[config.mk]
export PLATFORM = sky130hd
export DESIGN_NAME = lcd_spi_arb_flat
export DESIGN_NICKNAME = d
export VERILOG_FILES = /design/src/rtl/lcd_spi_arb_if.sv /design/src/rtl/lcd_spi_arb.sv /design/src/flat_wrapper.sv
export SDC_FILE = /design/constraint.sdc
export NUM_CORES = 1
export LEC_CHECK = 0
export ABC_AREA = 1
export CORE_ASPECT_RATIO = 1.25
export CORE_MARGIN = 5
export CORE_UTILIZATION = 45
export DETAILED_ROUTE_END_ITERATION = 8
export GPL_TIMING_DRIVEN = 1
export PLACE_DENSITY = 0.86
export SLEW_MARGIN = 30
export SYNTH_ARGS = -nofsm -noshare
export SYNTH_HDL_FRONTEND = slang
export SYNTH_SLANG_ARGS = --single-unit
[constraint.sdc]
create_clock -name clk -period 3.8 [get_ports clk]
set_input_delay 0.76 -clock clk [delete_from_list [all_inputs] [get_ports clk]]
set_output_delay 0.76 -clock clk [all_outputs]
set_load 0.01 [all_outputs]
[src/rtl/lcd_spi_arb_if.sv]
// Requester, SPI-writer and LCD chip-select signals of the LCD SPI arbiter.
// The arbiter connects through the slave modport; the requesters and writer connect through master.
interface lcd_spi_arb_if;
  logic [2:0]  s_valid;
  logic [23:0] s_data;
  logic [2:0]  s_dc;
  logic [2:0]  s_last;
  logic [2:0]  s_ready;
  logic        m_valid;
  logic [7:0]  m_data;
  logic        m_dc;
  logic        m_ready;
  logic        m_idle;
  logic        lcd_cs_n;
  logic [2:0]  grant;
  logic        abort;

  modport master (
    output s_valid, s_data, s_dc, s_last, m_ready, m_idle,
    input  s_ready, m_valid, m_data, m_dc, lcd_cs_n, grant, abort
  );

  modport slave (
    input  s_valid, s_data, s_dc, s_last, m_ready, m_idle,
    output s_ready, m_valid, m_data, m_dc, lcd_cs_n, grant, abort
  );
endinterface

[src/rtl/lcd_spi_arb.sv]
// Packet arbiter for the shared LCD SPI byte writer: whole-packet grants, CS gap, stall abort.
// Define LCD_ARB_RR_EN for round-robin arbitration; otherwise fixed priority 0 > 1 > 2.
module lcd_spi_arb #(
  parameter int CS_GAP  = 2,
  parameter int TIMEOUT = 1000
) (
  input logic          clk,
  input logic          rst,
  lcd_spi_arb_if.slave bus
);

  typedef enum logic [1:0] {IDLE, XFER, DRAIN, GAP} state_t;

  localparam logic [7:0]  GAP_LOAD = 8'(CS_GAP);
  localparam logic [15:0] TO_LAST  = 16'(TIMEOUT - 1);

  state_t      r_state, w_state_nxt;
  logic [2:0]  r_grant, w_grant_nxt;
  logic [7:0]  r_gap_cnt, w_gap_cnt_nxt;
  logic [15:0] r_to_cnt, w_to_cnt_nxt;
  logic        r_abort, w_abort_nxt;
  logic [1:0]  w_gidx;
  logic [1:0]  w_start;
  logic        w_own_valid;
  logic        w_own_last;
  logic        w_hs;

  // First requesting index found when searching upward (mod 3) from start.
  function automatic logic [2:0] pick(input logic [2:0] req, input logic [1:0] start);
    logic [2:0] g;
    int         idx;
    g = 3'b000;
    for (int k = 0; k < 3; k++) begin
      idx = (int'(start) + k) % 3;
      if (g == 3'b000 && req[idx]) g[idx] = 1'b1;
    end
    return g;
  endfunction

  function automatic logic sel_bit(input logic [2:0] v, input logic [1:0] idx);
    case (idx)
      2'd1:    return v[1];
      2'd2:    return v[2];
      default: return v[0];
    endcase
  endfunction

  function automatic logic [7:0] sel_byte(input logic [23:0] d, input logic [1:0] idx);
    case (idx)
      2'd1:    return d[15:8];
      2'd2:    return d[23:16];
      default: return d[7:0];
    endcase
  endfunction

  always_comb begin
    w_gidx = 2'd0;
    if (r_grant[1])      w_gidx = 2'd1;
    else if (r_grant[2]) w_gidx = 2'd2;
  end

  assign w_own_valid = sel_bit(bus.s_valid, w_gidx);
  assign w_own_last  = sel_bit(bus.s_last, w_gidx);
  assign w_hs        = (r_state == XFER) && w_own_valid && bus.m_ready;

  // Owner pass-through; data lines read zero whenever nobody owns the bus.
  assign bus.m_valid  = (r_state == XFER) && w_own_valid;
  assign bus.m_data   = (r_grant != 3'b000) ? sel_byte(bus.s_data, w_gidx) : 8'h00;
  assign bus.m_dc     = (r_grant != 3'b000) ? sel_bit(bus.s_dc, w_gidx) : 1'b0;
  assign bus.s_ready  = (r_state == XFER) ? (r_grant & {3{bus.m_ready}}) : 3'b000;
  assign bus.lcd_cs_n = !((r_state == XFER) || (r_state == DRAIN));
  assign bus.grant    = r_grant;
  assign bus.abort    = r_abort;

`ifdef LCD_ARB_RR_EN
  logic [1:0] r_ptr;
  logic       w_pkt_end;

  assign w_start   = r_ptr;
  assign w_pkt_end = (r_state == XFER) &&
                     ((w_hs && w_own_last) || (!w_own_valid && r_to_cnt == TO_LAST));

  always_ff @(posedge clk) begin
    if (rst)            r_ptr <= 2'd0;
    else if (w_pkt_end) r_ptr <= (w_gidx == 2'd2) ? 2'd0 : w_gidx + 2'd1;
  end
`else
  assign w_start = 2'd0;
`endif

  always_comb begin
    w_state_nxt   = r_state;
    w_grant_nxt   = r_grant;
    w_gap_cnt_nxt = r_gap_cnt;
    w_to_cnt_nxt  = r_to_cnt;
    w_abort_nxt   = 1'b0;
    case (r_state)
      IDLE: begin
        if (|bus.s_valid) begin
          w_grant_nxt  = pick(bus.s_valid, w_start);
          w_to_cnt_nxt = 16'd0;
          w_state_nxt  = XFER;
        end
      end
      XFER: begin
        // A last-byte handshake takes precedence over the stall timeout.
        if (w_hs && w_own_last) begin
          w_state_nxt  = DRAIN;
          w_to_cnt_nxt = 16'd0;
        end else if (w_own_valid) begin
          w_to_cnt_nxt = 16'd0;
        end else if (r_to_cnt == TO_LAST) begin
          w_state_nxt  = DRAIN;
          w_abort_nxt  = 1'b1;
          w_to_cnt_nxt = 16'd0;
        end else begin
          w_to_cnt_nxt = r_to_cnt + 16'd1;
        end
      end
      DRAIN: begin
        if (bus.m_idle) begin
          w_state_nxt   = GAP;
          w_grant_nxt   = 3'b000;
          w_gap_cnt_nxt = GAP_LOAD;
        end
      end
      GAP: begin
        if (r_gap_cnt <= 8'd1) begin
          w_state_nxt   = IDLE;
          w_gap_cnt_nxt = 8'd0;
        end else begin
          w_gap_cnt_nxt = r_gap_cnt - 8'd1;
        end
      end
      default: w_state_nxt = IDLE;
    endcase
  end

  always_ff @(posedge clk) begin
    if (rst) begin
      r_state   <= IDLE;
      r_grant   <= 3'b000;
      r_gap_cnt <= 8'd0;
      r_to_cnt  <= 16'd0;
      r_abort   <= 1'b0;
    end else begin
      r_state   <= w_state_nxt;
      r_grant   <= w_grant_nxt;
      r_gap_cnt <= w_gap_cnt_nxt;
      r_to_cnt  <= w_to_cnt_nxt;
      r_abort   <= w_abort_nxt;
    end
  end

endmodule

[src/flat_wrapper.sv]
// flat-port wrapper written by rule: the top's interface ports become plain ports
module lcd_spi_arb_flat 
#(
  parameter int CS_GAP  = 2,
  parameter int TIMEOUT = 1000
)
  (clk, rst, bus_s_valid, bus_s_data, bus_s_dc, bus_s_last, bus_m_ready, bus_m_idle, bus_s_ready, bus_m_valid, bus_m_data, bus_m_dc, bus_lcd_cs_n, bus_grant, bus_abort);
  lcd_spi_arb_if bus_i ();
  input logic clk;
  input logic rst;
  input wire logic [$bits(bus_i.s_valid)-1:0] bus_s_valid;
  input wire logic [$bits(bus_i.s_data)-1:0] bus_s_data;
  input wire logic [$bits(bus_i.s_dc)-1:0] bus_s_dc;
  input wire logic [$bits(bus_i.s_last)-1:0] bus_s_last;
  input wire logic [$bits(bus_i.m_ready)-1:0] bus_m_ready;
  input wire logic [$bits(bus_i.m_idle)-1:0] bus_m_idle;
  output wire logic [$bits(bus_i.s_ready)-1:0] bus_s_ready;
  output wire logic [$bits(bus_i.m_valid)-1:0] bus_m_valid;
  output wire logic [$bits(bus_i.m_data)-1:0] bus_m_data;
  output wire logic [$bits(bus_i.m_dc)-1:0] bus_m_dc;
  output wire logic [$bits(bus_i.lcd_cs_n)-1:0] bus_lcd_cs_n;
  output wire logic [$bits(bus_i.grant)-1:0] bus_grant;
  output wire logic [$bits(bus_i.abort)-1:0] bus_abort;
  assign bus_i.s_valid = bus_s_valid;
  assign bus_i.s_data = bus_s_data;
  assign bus_i.s_dc = bus_s_dc;
  assign bus_i.s_last = bus_s_last;
  assign bus_i.m_ready = bus_m_ready;
  assign bus_i.m_idle = bus_m_idle;
  assign bus_s_ready = bus_i.s_ready;
  assign bus_m_valid = bus_i.m_valid;
  assign bus_m_data = bus_i.m_data;
  assign bus_m_dc = bus_i.m_dc;
  assign bus_lcd_cs_n = bus_i.lcd_cs_n;
  assign bus_grant = bus_i.grant;
  assign bus_abort = bus_i.abort;
  lcd_spi_arb #(.CS_GAP(CS_GAP), .TIMEOUT(TIMEOUT)) u_core (.clk(clk), .rst(rst), .bus(bus_i));
endmodule
* After elaboration in Yosys (flattened, before gate mapping) *
Cells that the tools add are included.

storage, ports and cells
  register bits = 30
  bits of input ports = 37
  output and inout bits = 18
  word-level logic and storage cells = 76

cells by class
  add/sub/neg operators = 2
  $lt $le $gt $ge = 1
  eq/ne operators = 11
  mux-type cells = 35
  bitwise gates (word level) = 2
  reductions and logical operators = 20

operators with widths
  kind                                                                     number
  16-bit two-way mux                                                       4
  16-bit case mux with 2 select lines                                      1
  8-bit case mux with 2 select lines                                       2
  3-bit two-way mux                                                        8
  8-bit two-way mux                                                        3
  2-bit two-way mux                                                        9
  16-bit by 1-bit adder with 16-bit output, second input constant          1
  16-bit by 10-bit == test with 1-bit output, second input constant        1
  8-bit by 1-bit <= comparator with 1-bit output, second input constant    1
  2-bit case mux with 4 select lines                                       1
  8-bit by 1-bit subtractor with 8-bit output, second input constant       1
  2-bit == test, second input constant                                     3
  3-bit zero test                                                          2
  3-bit inequality test, second input constant                             2
  1-bit case mux with 2 select lines                                       3
  3-bit case mux with 2 select lines                                       1
  2-bit nonzero test                                                       3
  1-bit logical AND                                                        5
  5-bit AND reduction                                                      1
  2-bit by 1-bit == test with 1-bit output, second input constant          2
  2-bit by 1-bit inequality test with 1-bit output, second input constant  2
  2-bit AND reduction                                                      2
  4-bit OR reduction                                                       1
  3-bit AND                                                                1
  9 further kinds                                                          11

* Logic depth before layout (Yosys ltp) *
  depth in word-level cells = 13
  depth in mapped cells = 13
  depth with buffers taken out = 13

* Worst setup path after synthesis *
Ideal clock, no wire load.

  path kind = input-to-output
  from = in bus_s_valid[2]
  to = out bus_m_valid
  arrival = 1116 ps
  data required time = 3040 ps
  slack = 1924 ps
  cell stages on the path = 4
  path buffers = 0
  path through = nand3_1 > nand3_2 > nand2_1 > inv_1

between the ends
  longest elaborated chain between the ends = 2

RTL lines
  element                             RTL line            source
  from (decl)                         flat_wrapper.sv:11  input wire logic [$bits(bus_i.s_valid)-1:0] bus_s_valid;
  1-bit case mux with 2 select lines  lcd_spi_arb.sv:41   case (idx)
  1-bit logical AND                   lcd_spi_arb.sv:67   assign bus.m_valid = (r_state == XFER) && w_own_valid;
  to (decl)                           flat_wrapper.sv:18  output wire logic [$bits(bus_i.m_valid)-1:0] bus_m_valid;

Every way passes these cells.

* Worst setup path after layout *
  from = reg u_core.r_grant[1] (netlist: u_core.bus.grant[1])
  to = out bus_m_data[2]

between the ends
  longest elaborated chain between the ends = 4
  elaborated cells between the ends (all ways) = 6
  classes of those cells = eq/ne (2); mux (3); reduce/logical (1)

RTL lines
  element                                                                           RTL line            source
  from (decl)                                                                       lcd_spi_arb.sv:18   logic [2:0] r_grant, w_grant_nxt;
  from (signal assigned)                                                            lcd_spi_arb.sv:148  r_grant <= w_grant_nxt;
  2-bit two-way mux                                                                 lcd_spi_arb.sv:58   if (r_grant[1]) w_gidx = 2'd1;
  2-bit == test / 2-bit by 1-bit == test with 1-bit output (equally long branches)  lcd_spi_arb.sv:49   case (idx)
  8-bit case mux with 2 select lines                                                lcd_spi_arb.sv:49
  8-bit two-way mux (*)                                                             lcd_spi_arb.sv:68   assign bus.m_data = (r_grant != 3'b000) ? sel_byte(bus.s_data, w_gidx) : 8'h00;
  to (decl)                                                                         flat_wrapper.sv:19  output wire logic [$bits(bus_i.m_data)-1:0] bus_m_data;

Every way passes the cells marked *; elsewhere a longest branch is shown, timed or not.

==> metrics list <==
- I/O Pins: 55
* Sequential share of power: 23.9%
- Post-route cell area: 2760 um2
* Congestion Overflow GR: 0
- Proportion of power drawn by the clock network: 21.6%
- Seq cells post-synth: 30
* Clock slew at the register clock pins of the worst setup and hold paths: 80 ps
- The cell count after synthesis came out at 336.
- Total power for the finished layout comes to 1.88 mW.
- Final WL: 5680 um
* Period Utilization, post-route: 78.5%
- CP arrival: 2220 ps
* Clock latency at the later pin of the worst-skew pair: 290 ps
- For this run, the total global-route usage over all layers was measured as 19.4%.
* Critical path's top delay family: buffers and inverters
- The core region is 4360 um2.
- Most common cell in the synthesized netlist: sky130_fd_sc_hd__nand2_1
- Once the clock tree was built, the resizer swapped 0 gates to a different size.
- Top cell type's share of synthesized area: 29.9%
* HP Class: reg -> reg
* First-pass GRT wire length: 9590 um
- The flow ran to the end, and the final reports show no timing, DRC or antenna violations.
* Cell occurring most often along the worst timing path: sky130_fd_sc_hd__nand2_1
* Synth top cells by count: sky130_fd_sc_hd__nand2_1, sky130_fd_sc_hd__inv_1, sky130_fd_sc_hd__nor2_1
- Internal power contribution: 1.09 mW
- In this run, synthesis inferred 0 flip-flops with an integrated enable.
- The share of the Yosys chip area taken by registers is 29.9%.
* Placed cell areas: 2620 um2
- Critical Path Fanout Max: 16
* Vert. Die Dim: 84.7 um
- Max-cap violations in this run came to 0.
- Cells with a size suffix above 1 make up 5.56% of the layout.
- STA classifies the critical path startpoint as a flip-flop.
- In this run the deepest clock path goes through 2 buffers.
- Hold buffer count at CTS: 0
- On the final layout, the worst clock skew is 15.7 ps.
* Mapped Avg Cell Area: 5.98 um2
- In this run the cell area of the synthesized design comes to 2010 um2.
* Antenna viol nets, final: 0
- Setup repair after global routing left no endpoint under its margin.
- Initial antenna violation count: 0
- Wire length per cell after detailed routing: 12.5 um
* Antenna diodes: 0
- Flop2flop setup slack: 1840 ps
- Gp weighted congestion: 0.947
- For the pin with the worst max-slew slack, the measured transition is 535 ps.
- Post-route core utilization: 63.3%
* Yosys warning count: 0
- Top cells by area, synth: sky130_fd_sc_hd__dfxtp_1, sky130_fd_sc_hd__nand2_1, sky130_fd_sc_hd__inv_1
- In this run the power density over the cells is 680 nW/um2.
- Of the total power, the share spent switching nets is 42.1%.
* Via count of the first global-routing pass: 2229
* Library cell with the largest summed area after synthesis: sky130_fd_sc_hd__dfxtp_1
- Via density per instance: 5.07
- Clock sinks: 30
- Worst ir drop on vdd: 0.397 mV
- The number of clock buffers added by TritonCTS is 5.
* Hold Vio Cnt, Final: 0
- Number of setup violations in the final report: 0
- Primary FF master, synth: sky130_fd_sc_hd__dfxtp_1
- Initial core utilization: 46.1%
- The worst register-to-register path begins at u_core.r_state[0]$_SDFFE_PP0P_.
- After synthesis, the netlist uses 29 different library cells.
- Pleak: 1.27 nW
* Drt drc: 0
- The first TritonRoute pass finished after 4 iterations.
- After routing, the total negative slack on setup checks comes to 0 ps.
* Fraction of power consumed by combinational cells: 54.5%
- Measured in cells, the most critical reg-to-reg path has a length of 10.
* Tightest slew margin relative to the limit: 64.2%
- During placement, the flow inserted port buffers numbering 54.
* Violation count after the first detailed-routing iteration: 66
* Reg-to-reg critical path endpoint: u_core.bus.grant[1]$_SDFFE_PP0P_
- Entering global routing, the biggest net connects 17 pins.
- Post-layout minimum cycle time: 2980 ps
* Die Outline Area: 5910 um2
- Max-slew violation total from the final report: 0
- Slowest Stage Delay on Critical Path: 660 ps
- The area growth from synthesis to layout is 37.4%.
- Placed wire-length estimate after detailed placement: 4330 um
- Chain of cells forming the critical path: nor2_1 -> buf_4 -> nand2_1 -> nand2_1 -> inv_1 -> clkdlybuf4s50_1
- Setup fix buffers added after clock tree synthesis: 0
- Counting instances, the worst hold path has a depth of 2.
- TritonCTS clock tree: built
* Final-layout fill cell count: 393
- Fin nets: 440
* CTS Root Cell: sky130_fd_sc_hd__clkbuf_8
- The H-tree was split into 2 levels.
* Hold wc startpoint: u_core.r_gap_cnt[3]$_SDFFE_PP0P_
- The path with the worst hold slack has its endpoint at u_core.r_gap_cnt[3]$_SDFFE_PP0P_.
- The critical path contains buffers and inverters numbering 3 combined.
- Net switching power figure: 0.790 mW
- Net count of the mapped netlist: 381
- Measured along the x axis, the die boundary spans 69.8 um.
- The slowest stage of the critical path belongs to the cell sky130_fd_sc_hd__dfxtp_1.
- STA puts the critical path data required time at 3040 ps.
- Async S/R FF share, synth: 0%
- Setup crit end kind: output port
- Row Count: 27
- The critical path is of the reg -> out type.
* Via count: 2301
- Timing would allow up to 335 MHz.
==> cell usage in the layout (no fill, tap or decap), types with 4 or more instances in the layout <==
| master | netlist | final |
|---|---|---|
| sky130_fd_sc_hd__nand2_1 | 102 | 102 |
| sky130_fd_sc_hd__clkdlybuf4s50_1 | 0 | 54 |
| sky130_fd_sc_hd__inv_1 | 53 | 53 |
| sky130_fd_sc_hd__nor2_1 | 45 | 45 |
| sky130_fd_sc_hd__dfxtp_1 | 30 | 30 |
| sky130_fd_sc_hd__nand3_1 | 26 | 26 |
| sky130_fd_sc_hd__a21oi_1 | 16 | 16 |
| sky130_fd_sc_hd__o21ai_0 | 12 | 12 |
| sky130_fd_sc_hd__nor3_1 | 11 | 11 |
| sky130_fd_sc_hd__ha_1 | 8 | 8 |
| sky130_fd_sc_hd__xor2_1 | 6 | 6 |
| sky130_fd_sc_hd__clkbuf_8 | 0 | 6 |
| sky130_fd_sc_hd__nor2_2 | 4 | 4 |
==> stage by stage <==
step	worst slack, ps	hold slack, ps	instances
after floorplan	1920	457	336
after global placement	871	466	446
after detailed placement	844	472	446
after CTS	796	483	454
after global routing	608	512	454
final	816	481	454
==> power groups by stage <==
| stage | Combinational [mW] | Clock, mW | Sequential (mW) |
|---|---|---|---|
| 2_1_floorplan | 0.667 | 0 | 0.436 |
| 3_3_place_gp | 0.998 | 0 | 0.452 |
| 3_5_place_dp | 1.02 | 0 | 0.455 |
| 4_1_cts | 1.02 | 0.409 | 0.449 |
| 5_1_grt | 1.14 | 0.428 | 0.463 |
| 6_report | 1.02 | 0.404 | 0.449 |
==> state kept, by name, indices dropped and copies added (netlist names) <==
name	cells
u_core.bus.abort	1
u_core.r_to_cnt	16
u_core.bus.grant	3
u_core.r_state	2
u_core.r_gap_cnt	8
==> area by class of cell <==
class	count	area (um2)	area share (%)
Multi-Input combinational cell	248	1190	43.1
Sequential cell	30	601	21.8
Timing Repair Buffer	55	548	19.9
Inverter	55	208	7.52
Clock buffer	6	82.6	2.99
Tap cell	58	72.6	2.63
Clock inverter	2	60.1	2.18
==> metal layers <==
| metal | vias to the layer above | GRT usage, % | wire, um |
|---|---|---|---|
| met5 | - | 0 | 0 |
| li1 | 1161 | - | - |
| met2 | 93 | 34.7 | 2700 |
| met4 | 0 | 11.1 | 224 |
| met3 | 25 | 3.71 | 350 |
| met1 | 1022 | 21.1 | 2400 |
==> worst min-delay path: stages, from the launching register on <==
cell and delay [ps]:
sky130_fd_sc_hd__dfxtp_1 320, sky130_fd_sc_hd__nand2_1 60, sky130_fd_sc_hd__a21oi_1 50
==> worst max-delay path by stage <==
stage,start,endpoint,slack [ps],depth (start not counted)
after CTS,u_core.bus.grant[1]$_SDFFE_PP0P_,bus_m_data[3],800,6
final,u_core.bus.grant[1]$_SDFFE_PP0P_,bus_m_data[2],820,6
after floorplan,bus_s_valid[2],bus_m_valid,1920,4
after detailed placement,bus_s_valid[2],bus_m_valid,840,6
after global routing,u_core.bus.grant[1]$_SDFFE_PP0P_,bus_m_data[4],610,6
after global placement,bus_s_valid[2],bus_m_valid,870,6
==> cell families after synthesis <==
| kind of cell | Yosys count | share of synthesized area [%] |
|---|---|---|
| compound gates | 34 | 9.03 |
| buf+inv | 58 | 11.0 |
| flops | 30 | 29.9 |
| fa+ha+maj | 8 | 4.98 |
| xor+xnor | 7 | 3.05 |
| simple gates | 199 | 42.1 |
No activity file was read; power rests on OpenSTA's default activity.
